==> config.mk <==
export PLATFORM = sky130hd
export DESIGN_NAME = credit_sender
export DESIGN_NICKNAME = d
export VERILOG_FILES = /design/src/rtl/credit_pkg.sv /design/src/rtl/credit_counter.sv /design/src/rtl/credit_sender.sv
export SDC_FILE = /design/constraint.sdc
export NUM_CORES = 1
export LEC_CHECK = 0
export ABC_CLOCK_PERIOD_IN_PS = 1900
export CELL_PAD_IN_SITES_DETAIL_PLACEMENT = 2
export CELL_PAD_IN_SITES_GLOBAL_PLACEMENT = 2
export CORE_MARGIN = 3
export CORE_UTILIZATION = 21
export CTS_BUF_LIST = sky130_fd_sc_hd__clkbuf_8 sky130_fd_sc_hd__clkbuf_16
export CTS_CLUSTER_DIAMETER = 120
export DETAILED_ROUTE_END_ITERATION = 7
export GPL_TIMING_DRIVEN = 1
export PLACE_DENSITY_LB_ADDON = 0.12
export SYNTH_ARGS = -nofsm -noshare
export SYNTH_HDL_FRONTEND = slang
export SYNTH_SLANG_ARGS = --single-unit
==> constraint.sdc <==
create_clock -name clk_i -period 1.9 [get_ports clk_i]
set_input_delay 0.38 -clock clk_i [delete_from_list [all_inputs] [get_ports clk_i]]
set_output_delay 0.38 -clock clk_i [all_outputs]
set_load 0.1 [all_outputs]
==> src/rtl/credit_pkg.sv <==
// Shared types and helpers for the credit-flow transmit block.
package credit_pkg;

    // Flush handshake phases of the sender.
    typedef enum logic [1:0] {
        ACTIVE,
        DRAIN,
        DONE
    } credit_state_e;

    // Width needed to hold every count from 0 up to and including the credit total.
    function automatic int credit_cw(input int credits);
        return $clog2(credits + 1);
    endfunction

endpackage

==> src/rtl/credit_counter.sv <==
// Saturating up/down credit counter with a sticky overflow flag.
// The count starts full (every remote slot free) and never exceeds CREDITS.
module credit_counter
    import credit_pkg::*;
#(
    parameter int CREDITS = 4,
    parameter int CW      = credit_cw(CREDITS)
) (
    input  logic          clk_i,
    input  logic          rst_i,
    input  logic          dec_i,
    input  logic          inc_i,
    output logic [CW-1:0] cnt_o,
    output logic          zero_o,
    output logic          full_o,
    output logic          ovf_o
);

    logic [CW-1:0] cnt_q, cnt_d;
    logic          ovf_q, ovf_d;

    // Next count: a decrement and an increment together cancel; an increment at full saturates and flags overflow.
    always_comb begin
        cnt_d = cnt_q;
        ovf_d = ovf_q;
        if (inc_i && !dec_i) begin
            if (cnt_q == CW'(CREDITS)) begin
                ovf_d = 1'b1;
            end else begin
                cnt_d = cnt_q + CW'(1);
            end
        end else if (dec_i && !inc_i) begin
            if (cnt_q != '0) begin
                cnt_d = cnt_q - CW'(1);
            end
        end
    end

    // Count and sticky overflow registers; reset restores a full credit pool.
    always_ff @(posedge clk_i) begin
        if (rst_i) begin
            cnt_q <= CW'(CREDITS);
            ovf_q <= 1'b0;
        end else begin
            cnt_q <= cnt_d;
            ovf_q <= ovf_d;
        end
    end

    assign cnt_o  = cnt_q;
    assign zero_o = (cnt_q == '0);
    assign full_o = (cnt_q == CW'(CREDITS));
    assign ovf_o  = ovf_q;

endmodule

==> src/rtl/credit_sender.sv <==
// Transmit end of a credit-flow link: accepts ready/valid items, emits registered
// valid-only beats while credits remain, and offers a flush handshake that waits
// for every credit to come home. CREDITS must be at least 1.
module credit_sender
    import credit_pkg::*;
#(
    parameter type T       = logic,
    parameter int  CREDITS = 4,
    parameter int  CW      = credit_cw(CREDITS)
) (
    input  logic          clk_i,
    input  logic          rst_i,
    input  logic          in_valid_i,
    output logic          in_ready_o,
    input  T              in_bits_i,
    output logic          out_valid_o,
    output T              out_bits_o,
    input  logic          credit_i,
    input  logic          flush_req_i,
    output logic          flush_done_o,
    output logic [CW-1:0] credits_o,
    output logic          err_o
);

    credit_state_e state_q, state_d;
    logic          out_valid_q, out_valid_d;
    T              out_bits_q, out_bits_d;

    logic [CW-1:0] cnt;
    logic          cnt_zero;
    logic          cnt_full;
    logic          cnt_ovf;
    logic          fire;
    logic          drained_next;

    // Ready comes from registered state only, so upstream never sees a path from credit_i.
    assign in_ready_o = (state_q == ACTIVE) && !cnt_zero;
    assign fire       = in_valid_i && in_ready_o;

    credit_counter #(
        .CREDITS (CREDITS),
        .CW      (CW)
    ) u_counter (
        .clk_i  (clk_i),
        .rst_i  (rst_i),
        .dec_i  (fire),
        .inc_i  (credit_i),
        .cnt_o  (cnt),
        .zero_o (cnt_zero),
        .full_o (cnt_full),
        .ovf_o  (cnt_ovf)
    );

    // The pool will be full next cycle if it is full now and nothing leaves, or the last credit arrives now.
    always_comb begin
        drained_next = 1'b0;
        if (!fire) begin
            drained_next = cnt_full || ((cnt == CW'(CREDITS - 1)) && credit_i);
        end else if (credit_i) begin
            drained_next = cnt_full;
        end
    end

    // Flush FSM and beat register: a beat follows its accept by one cycle and the payload holds otherwise.
    always_comb begin
        state_d     = state_q;
        out_valid_d = fire;
        out_bits_d  = out_bits_q;
        if (fire) begin
            out_bits_d = in_bits_i;
        end
        case (state_q)
            ACTIVE: begin
                if (flush_req_i) begin
                    state_d = DRAIN;
                end
            end
            DRAIN: begin
                if (drained_next) begin
                    state_d = DONE;
                end
            end
            DONE: begin
                state_d = ACTIVE;
            end
            default: begin
                state_d = ACTIVE;
            end
        endcase
    end

    // State and output registers; reset abandons any flush in progress without a done pulse.
    always_ff @(posedge clk_i) begin
        if (rst_i) begin
            state_q     <= ACTIVE;
            out_valid_q <= 1'b0;
            out_bits_q  <= T'(0);
        end else begin
            state_q     <= state_d;
            out_valid_q <= out_valid_d;
            out_bits_q  <= out_bits_d;
        end
    end

    assign out_valid_o  = out_valid_q;
    assign out_bits_o   = out_bits_q;
    assign flush_done_o = (state_q == DONE);
    assign credits_o    = cnt;
    assign err_o        = cnt_ovf;

endmodule
======== After elaboration in Yosys (flattened, before gate mapping) ========
Cells that the tools add are included.
cells by class
  add/subtract/negate cells ............... 2
  equal/unequal tests ..................... 7
  multiplexer cells ....................... 9
  reduce and logical (&&, ||, !) cells .... 17
operators by type and width
  operator             count
  $mux 3               4
  $ne 2x2->1 const B   3
  $logic_and 1x1->1    5
  $mux 2               2
  $pmux 2 s2           1
  $reduce_and 2->1     2
  $reduce_bool 2->1    2
  $add 3x1->3 const B  1
  $eq 3x2->1 const B   1
  $eq 3x3->1 const B   1
  $logic_not 1->1      3
  $logic_not 3->1      1
  $reduce_and 3->1     1
  $reduce_bool 3->1    1
  $sub 3x1->3 const B  1
  $eq 2x1->1 const B   1
  $eq 2x2->1 const B   1
  $logic_not 2->1      1
  $mux 1               2
  $logic_or 1x1->1     1
storage, ports and cells
  register bits ........................... 8

======== Depth between registers and ports, before layout ========
Gate-level depths: netlist (run 1).
  word-level depth ........................ 8
  mapped depth ............................ 8
  mapped depth without buffers ............ 8

======== By module ========
A second synthesis (run 1) with hierarchy kept.
second synthesis, totals
  cells, all modules ...................... 43
  area total of the unflattened synthesis .. 427.9 um2
by module, submodules not included
  module          instances  cells an instance  area an instance (um2)  seq. area each (um2)
  credit_counter  1          26                 244.0                   80.1
  credit_sender   1          17                 183.9                   80.1

======== Least setup slack after synthesis (run 1) ========
OpenSTA, ideal clock, no wires.
  kind .................................... register -> output
  start ................................... register u_counter.cnt_q[1] (netlist: u_counter.cnt_o[1])
  end ..................................... output port in_ready_o
  arrival time ............................ 3293 ps
  required time ........................... 1520 ps
  path slack .............................. -1773 ps
  stages on the path, launching flop included .. 3
  cell sequence ........................... dfxtp_1 nor3_1 nor3_1
between the ends
  longest elaborated chain between the ends .. 3
RTL lines
  what                      line                  source
  start: declaration        credit_counter.sv:19  logic [CW-1:0] cnt_q, cnt_d;
  start signal: assignment  credit_counter.sv:42  cnt_q <= CW'(CREDITS);
  start signal: assignment  credit_counter.sv:45  cnt_q <= cnt_d;
  $logic_not 3->1           credit_counter.sv:51  assign zero_o = (cnt_q == '0);
  $logic_not 1->1           credit_sender.sv:37   assign in_ready_o = (state_q == ACTIVE) && !cnt_zero;
  $logic_and 1x1->1         credit_sender.sv:37
  end: declaration          credit_sender.sv:14   output logic in_ready_o,
No other way between the ends.

======== Final worst setup path (run 1) ========
  start ................................... register u_counter.cnt_q[0] (netlist: u_counter.cnt_o[0])
  end ..................................... register u_counter.cnt_q[1] (netlist: u_counter.cnt_o[1])
between the ends
  elaborated cells on any way between the ends .. 19
RTL lines
  what                                                                 line                  source
  parallel branches: the longest is 6 deep, another holds $sub 3x1->3  -
  $mux 3 (*)                                                           credit_counter.sv:26  if (inc_i && !dec_i) begin
  net u_counter.cnt_d[1]                                               credit_counter.sv:19
Mark *: on every way through the listed nets, which the timed path passes. The select of a mux whose other input is x is not followed.
A chain may end at the register's enable or synchronous reset.

==> metrics, run 1 <==
status finished clean; H-Tree Depth 1; Worst setup SP type flip-flop; vias per inst between 4 and 5; Sum Neg Setup Slack 0 ns; Post-Syn Area per Cell between 9 and 10 um2; Synth-to-Final Area Change 104.0%; global-route wire length before repair 2359 um; largest net degree at the start of global routing 11; Clock Tree Buf Depth 2; met1 usage 0.1344; CP arrival approximately 2 ns; register area share after synthesis 0.3975; Clk Latency, worst-skew pair about 0.24 ns; # fillers between 150 and 200; peak supply drop between 0.0007 and 0.0008 V; Initial Utilization 0.2284; gp weighted congestion around 0.69; fin. max-slew vios 0; Post-route DRC 0; P_leak ~0.35 nW; delay-heaviest family, CP adder cells; Vert. Die Dim 49.80 um; vias in the first global route 489; All-Layer GR Usage 0.1386; crit path buf inv count 1; max_cap viols 0; die area approximately 2500 um2; Min-Delay Path Class flip-flop to flip-flop; CP max-delay cell fa_2; number of detailed-route iterations in the first pass 4; Worst Max-Slew Pin Slew between 0.3 and 0.4 ns; DRT iter0 DRCs 3; n_diodes 0; Rows 15; Placement Cell Area 704.4 um2; cell count after synthesis 43; layout cells sized above 1 0.5139; DP Wirelength around 1100 um; Max Clock Freq 539.9 MHz; DRT Wirelength about 1500 um; Yosys warning count 0; unrepaired setup endpoints after global routing true; Port Buffers 13; CTS Buf Count 3; Die X roughly 50 um; Slew HR 0.7722; Yosys cell types 22; post-synth top area share 0.3975; Yosys reg bits 8; Worst Path Max Fanout 3; Pwr Density around 1900 nW/um2; crit-path cells nor3_4 -> nand3b_1 -> ha_4 -> inv_4 -> fa_2 -> o311ai_2 -> a21oi_1; CTS tree done; endpoints failing setup 0; gr ovfl total 0; max incr delay on CP between 0.5 and 0.6 ns; WP data required between 2 and 2.5 ns; final instance area about 820 um2; Hold Fails Final Rpt 0; Setup crit end kind flip-flop; final core occ 0.4660; GR Util met2 0.2313; Final min period ~1.9 ns; core area approximately 1800 um2; M3 GR Usage 0.03625; post-synth top area cell dfxtp_1; CTS Sinks 8; Total Power ~1.5 mW; Synth Net Count ~50; CTS clk-pin slew, worst paths 0.05 ns; Routed Antenna Nets 0; clk root buf clkbuf_8; vias 432; leading cell types by total area after synthesis dfxtp_1, fa_1, mux2i_1, nand4b_1, a21oi_1; initial antenna violation count 0; Layout Skew roughly 0.0077 ns; most used routing layer met2; post-synthesis instance area slightly above 400 um2; wire per inst around 16 um; final net count 81; CP Class flip-flop to flip-flop; # IOs 14; fin crit share 0.9748
## worst register-to-register path: cells and delay by family (launching register included)
family,cells,cell delay [ns]
compound gates,2,0.27
fa+ha+maj,2,0.73
buf+inv,1,0.04
flops,1,0.34
simple gates,2,0.40
## cell usage in the layout, fill, tap and decap left out
cell type	count
inv_1	3
nor2_1	4
buf_12	5
fa_2	1
clkbuf_8	3
nor3_4	2
buf_4	16
nand4b_1	2
o21ba_2	1
clkdlybuf4s50_1	5
nand2b_1	2
nand2_1	3
nor2b_2	1
nand3b_1	1
dfxtp_1	5
xor2_1	1
nor2b_1	1
a21oi_1	3
mux2i_1	2
dfxtp_4	3
o211ai_1	1
or3b_1	1
xnor2_2	1
o311ai_2	2
inv_4	1
and4bb_1	1
ha_4	1
## kinds of logic after synthesis
family                     synth area share
buffers and inverters               0.03726
muxes                               0.04969
xor gates and xnor gates            0.04349
AOI/OAI and AO/OA                    0.1242
and+or+nand+nor                      0.2671
DFF                                  0.3975
adders and majority gates           0.08074
## what timing repair did
item / CTS / global route
buffers inserted: 2 / 3
resized for setup: 2 / 4
endpoints found under the setup margin: 2 / 2
pin swaps: 2 / 4
hold buffers: 0 / 0
## per-stage QoR
step | hold WS (ns) | setup slack (ns) | instances
2_1_floorplan | 0.5205 | -0.1138 | 43
3_3_place_gp | 0.4611 | -0.1620 | 88
3_5_place_dp | 0.5216 | -0.2639 | 88
4_1_cts | 0.5296 | 0.01045 | 94
5_1_grt | 0.5365 | -0.02740 | 97
6_report | 0.5240 | 0.04783 | 97
## registers in the layout, indices dropped and copies added (netlist names)
name and flops:
out_bits_o 1, out_valid_o 1, state_q 2, u_counter.cnt_o 3, u_counter.ovf_o 1
## routing by layer
| layer | part of all wire | wire length (um) |
|---|---|---|
| met3 | 0.039 | 60 |
| met5 | 0 | 0 |
| met2 | 0.54 | 841 |
| met4 | 0.033 | 51 |
| met1 | 0.38 | 592 |
## cells in the mapped netlist
master	instances
dfxtp_1	8
nor2_1	4
a21oi_1	3
inv_1	3
nand2_1	3
mux2i_1	2
nand2b_1	2
nand4b_1	2
nor2b_1	2
nor3_1	2
and4bb_1	1
buf_1	1
fa_1	1
ha_1	1
nand3b_1	1
o211ai_1	1
o21ba_2	1
o311ai_0	1
o311ai_1	1
or3b_1	1
xnor2_1	1
xor2_1	1
## cell type report
type	count	area [um2]	share of cell area
flip-flops and latches	8	171.4	0.2085
clock inverters	1	3.754	0.004566
clock buffers	3	41.29	0.05023
multi-input cells	31	290.3	0.3531
repair buffers	26	270.3	0.3288
inverters	3	13.76	0.01674
well taps	25	31.28	0.03805
## final timing paths
| kind | to | slack (ns) | depth (start not counted) | startpoint |
|---|---|---|---|---|
| setup / recovery | u_counter.cnt_o[1] | 0.05 | 7 | u_counter.cnt_o[0] |
| hold / removal | out_bits_o | 0.52 | 2 | out_bits_o |
| setup reg to reg | u_counter.cnt_o[1] | 0.05 | 7 | u_counter.cnt_o[0] |
| hold reg to reg | out_bits_o | 0.52 | 2 | out_bits_o |
## where the power goes
| group | internal, mW | leakage, nW | total, mW | switching (mW) |
|---|---|---|---|---|
| combinational | 0.405 | 0.251 | 1.04 | 0.633 |
| sequential | 0.227 | 0.0673 | 0.265 | 0.0378 |
| clock | 0.141 | 0.0269 | 0.220 | 0.0793 |
| total | 0.773 | 0.345 | 1.52 | 0.750 |
Power figures use the tool's default switching activity.
==> run 2, diff against run 1 <==
--- a/config.mk
+++ b/config.mk
@@ -12,9 +12,11 @@
 export CORE_UTILIZATION = 21
 export CTS_BUF_LIST = sky130_fd_sc_hd__clkbuf_8 sky130_fd_sc_hd__clkbuf_16
 export CTS_CLUSTER_DIAMETER = 120
+export CTS_CLUSTER_SIZE = 40
 export DETAILED_ROUTE_END_ITERATION = 7
 export GPL_TIMING_DRIVEN = 1
 export PLACE_DENSITY_LB_ADDON = 0.12
+export SETUP_SLACK_MARGIN = 0.05
 export SYNTH_ARGS = -nofsm -noshare
 export SYNTH_HDL_FRONTEND = slang
 export SYNTH_SLANG_ARGS = --single-unit
==> metrics, run 2 (synthesis results as in run 1) <==
H-Tree Depth 1; R2R setup slack ~0.049 ns; Post-route DRC 0; vias in the first global route ~500; DRT Wirelength between 1000 and 1500 um; CTS Buf Count 3; sw power between 0.7 and 0.8 mW; Worst Max-Slew Pin Slew 0.3481 ns; CTS tree done; WP data required between 2 and 2.5 ns; max FFs per register 3; Port Buffers 13; Worst setup SP type flip-flop; endpoints failing setup 0; core area roughly 1800 um2; Routed Antenna Nets 0; Synth-to-Final Area Change 105.9%; Setup crit end kind flip-flop; Min-Delay Path Class flip-flop to flip-flop; CTS clk-pin slew, worst paths around 0.050 ns; Initial Utilization 0.2284; Rows 15; # IOs 14; layout cells sized above 1 0.5205; vias 440; largest net degree at the start of global routing 11; Max Clock Freq 540.2 MHz; final net count 82; Int Power between 0.7 and 0.8 mW; Die X approximately 50 um; sequential power share 0.173; P_leak 0.3496 nW; wire per inst 15.06 um; CTS Sinks 8; global-route wire length before repair around 2400 um; CP arrival roughly 2.0 ns; die area about 2500 um2; Worst Path Max Fanout 3; most common cell after layout, fill and taps aside buf_4; All-Layer GR Usage 0.1386; n_diodes 0; Total Power about 1.5 mW; final instance area ~830 um2; Placement Cell Area around 700 um2; Clk network pwr share 0.143; Sw Share 0.4893; Clk Latency, worst-skew pair about 0.24 ns; Pwr Density about 1800 nW/um2; vias per inst roughly 4.5; CP Class flip-flop to flip-flop; fin crit share 0.9743; initial antenna violation count 0; combinational fraction of design power 0.684; Vert. Die Dim between 40 and 50 um; most frequent cells in the layout buf_4, clkdlybuf4s50_1, dfxtp_1, buf_12, nor2_1; Hold Fails Final Rpt 0; gr ovfl total 0; number of detailed-route iterations in the first pass 1; unrepaired setup endpoints after global routing true; gp weighted congestion slightly below 0.7; status finished clean; Slew HR 0.7671; clk root buf clkbuf_8; Layout Skew approximately 0.0084 ns; final core occ 0.4702; Final min period around 1.9 ns; fin. max-slew vios 0; peak supply drop between 0.0008 and 0.0009 V; DRT iter0 DRCs 0; DP Wirelength between 1000 and 1500 um; Clock Tree Buf Depth 2; max_cap viols 0
[run 2: changes by cell type in the layout (fill, tap and decap cells not counted)]
cell,previous run,this run
buf_4,16,17
[run 2: what timing repair did]
action                                 4_1_cts  5_1_grt
gates resized for setup                      4        2
cloned                                       0        0
pin swaps                                    3        1
setup buffers                                3        3
endpoints found under the hold margin        0        0
setup endpoints to repair                    2        2
hold buffers                                 0        0
[run 2: metrics by stage]
stage          setup TNS [ns]  hold WS [ns]  worst slack [ns]  cells
5_1_grt              -0.05928        0.5365          -0.03095     98
4_1_cts                     0        0.5296           0.02891     95
3_5_place_dp          -0.5117        0.5216           -0.2639     88
3_3_place_gp          -0.3150        0.4611           -0.1620     88
2_1_floorplan         -0.2064        0.5205           -0.1138     43
6_report                    0        0.5193           0.04888     98
[run 2: critical path: stages, from the launching register on]
cell      delay, ns
dfxtp_4        0.34
nor3_4         0.18
nand3b_1       0.21
ha_4           0.19
inv_4          0.04
fa_2           0.34
xnor2_2        0.17
o311ai_2       0.13
mux2i_1        0.13
[run 2: power groups by stage]
| stage | sequential, mW | combinational, mW | clock [mW] |
|---|---|---|---|
| global route | 0.271 | 1.09 | 0.238 |
| global placement | 0.263 | 0.890 | 0 |
| CTS | 0.265 | 1.00 | 0.225 |
| finish | 0.264 | 1.04 | 0.218 |
| floorplan | 0.576 | 0.281 | 0 |
| detailed placement | 0.268 | 0.934 | 0 |
[run 2: metal layers]
metal  global-route usage  share of wire
met5                    0              0
met4               0.1382          0.035
met3              0.03625          0.039
met2               0.2357           0.56
met1               0.1308           0.37
[run 2: layout make-up]
cell class | count | area (um2)
inverter | 3 | 13.76
timing repair buffer | 27 | 277.8
clock buffer | 3 | 41.29
multi-input combinational | 31 | 290.3
clock inverter | 1 | 3.754
sequential | 8 | 171.4
tap | 25 | 31.28
fill | 201 | 934.6
[run 2: path summary, 6_finish.rpt]
| path | start | depth (start not counted) | end |
|---|---|---|---|
| worst max register to register | u_counter.cnt_o[0] | 8 | u_counter.cnt_o[2] |
| worst max-delay path | u_counter.cnt_o[0] | 8 | u_counter.cnt_o[2] |
| worst min-delay path | out_bits_o | 2 | out_bits_o |
| worst min register to register | out_bits_o | 2 | out_bits_o |
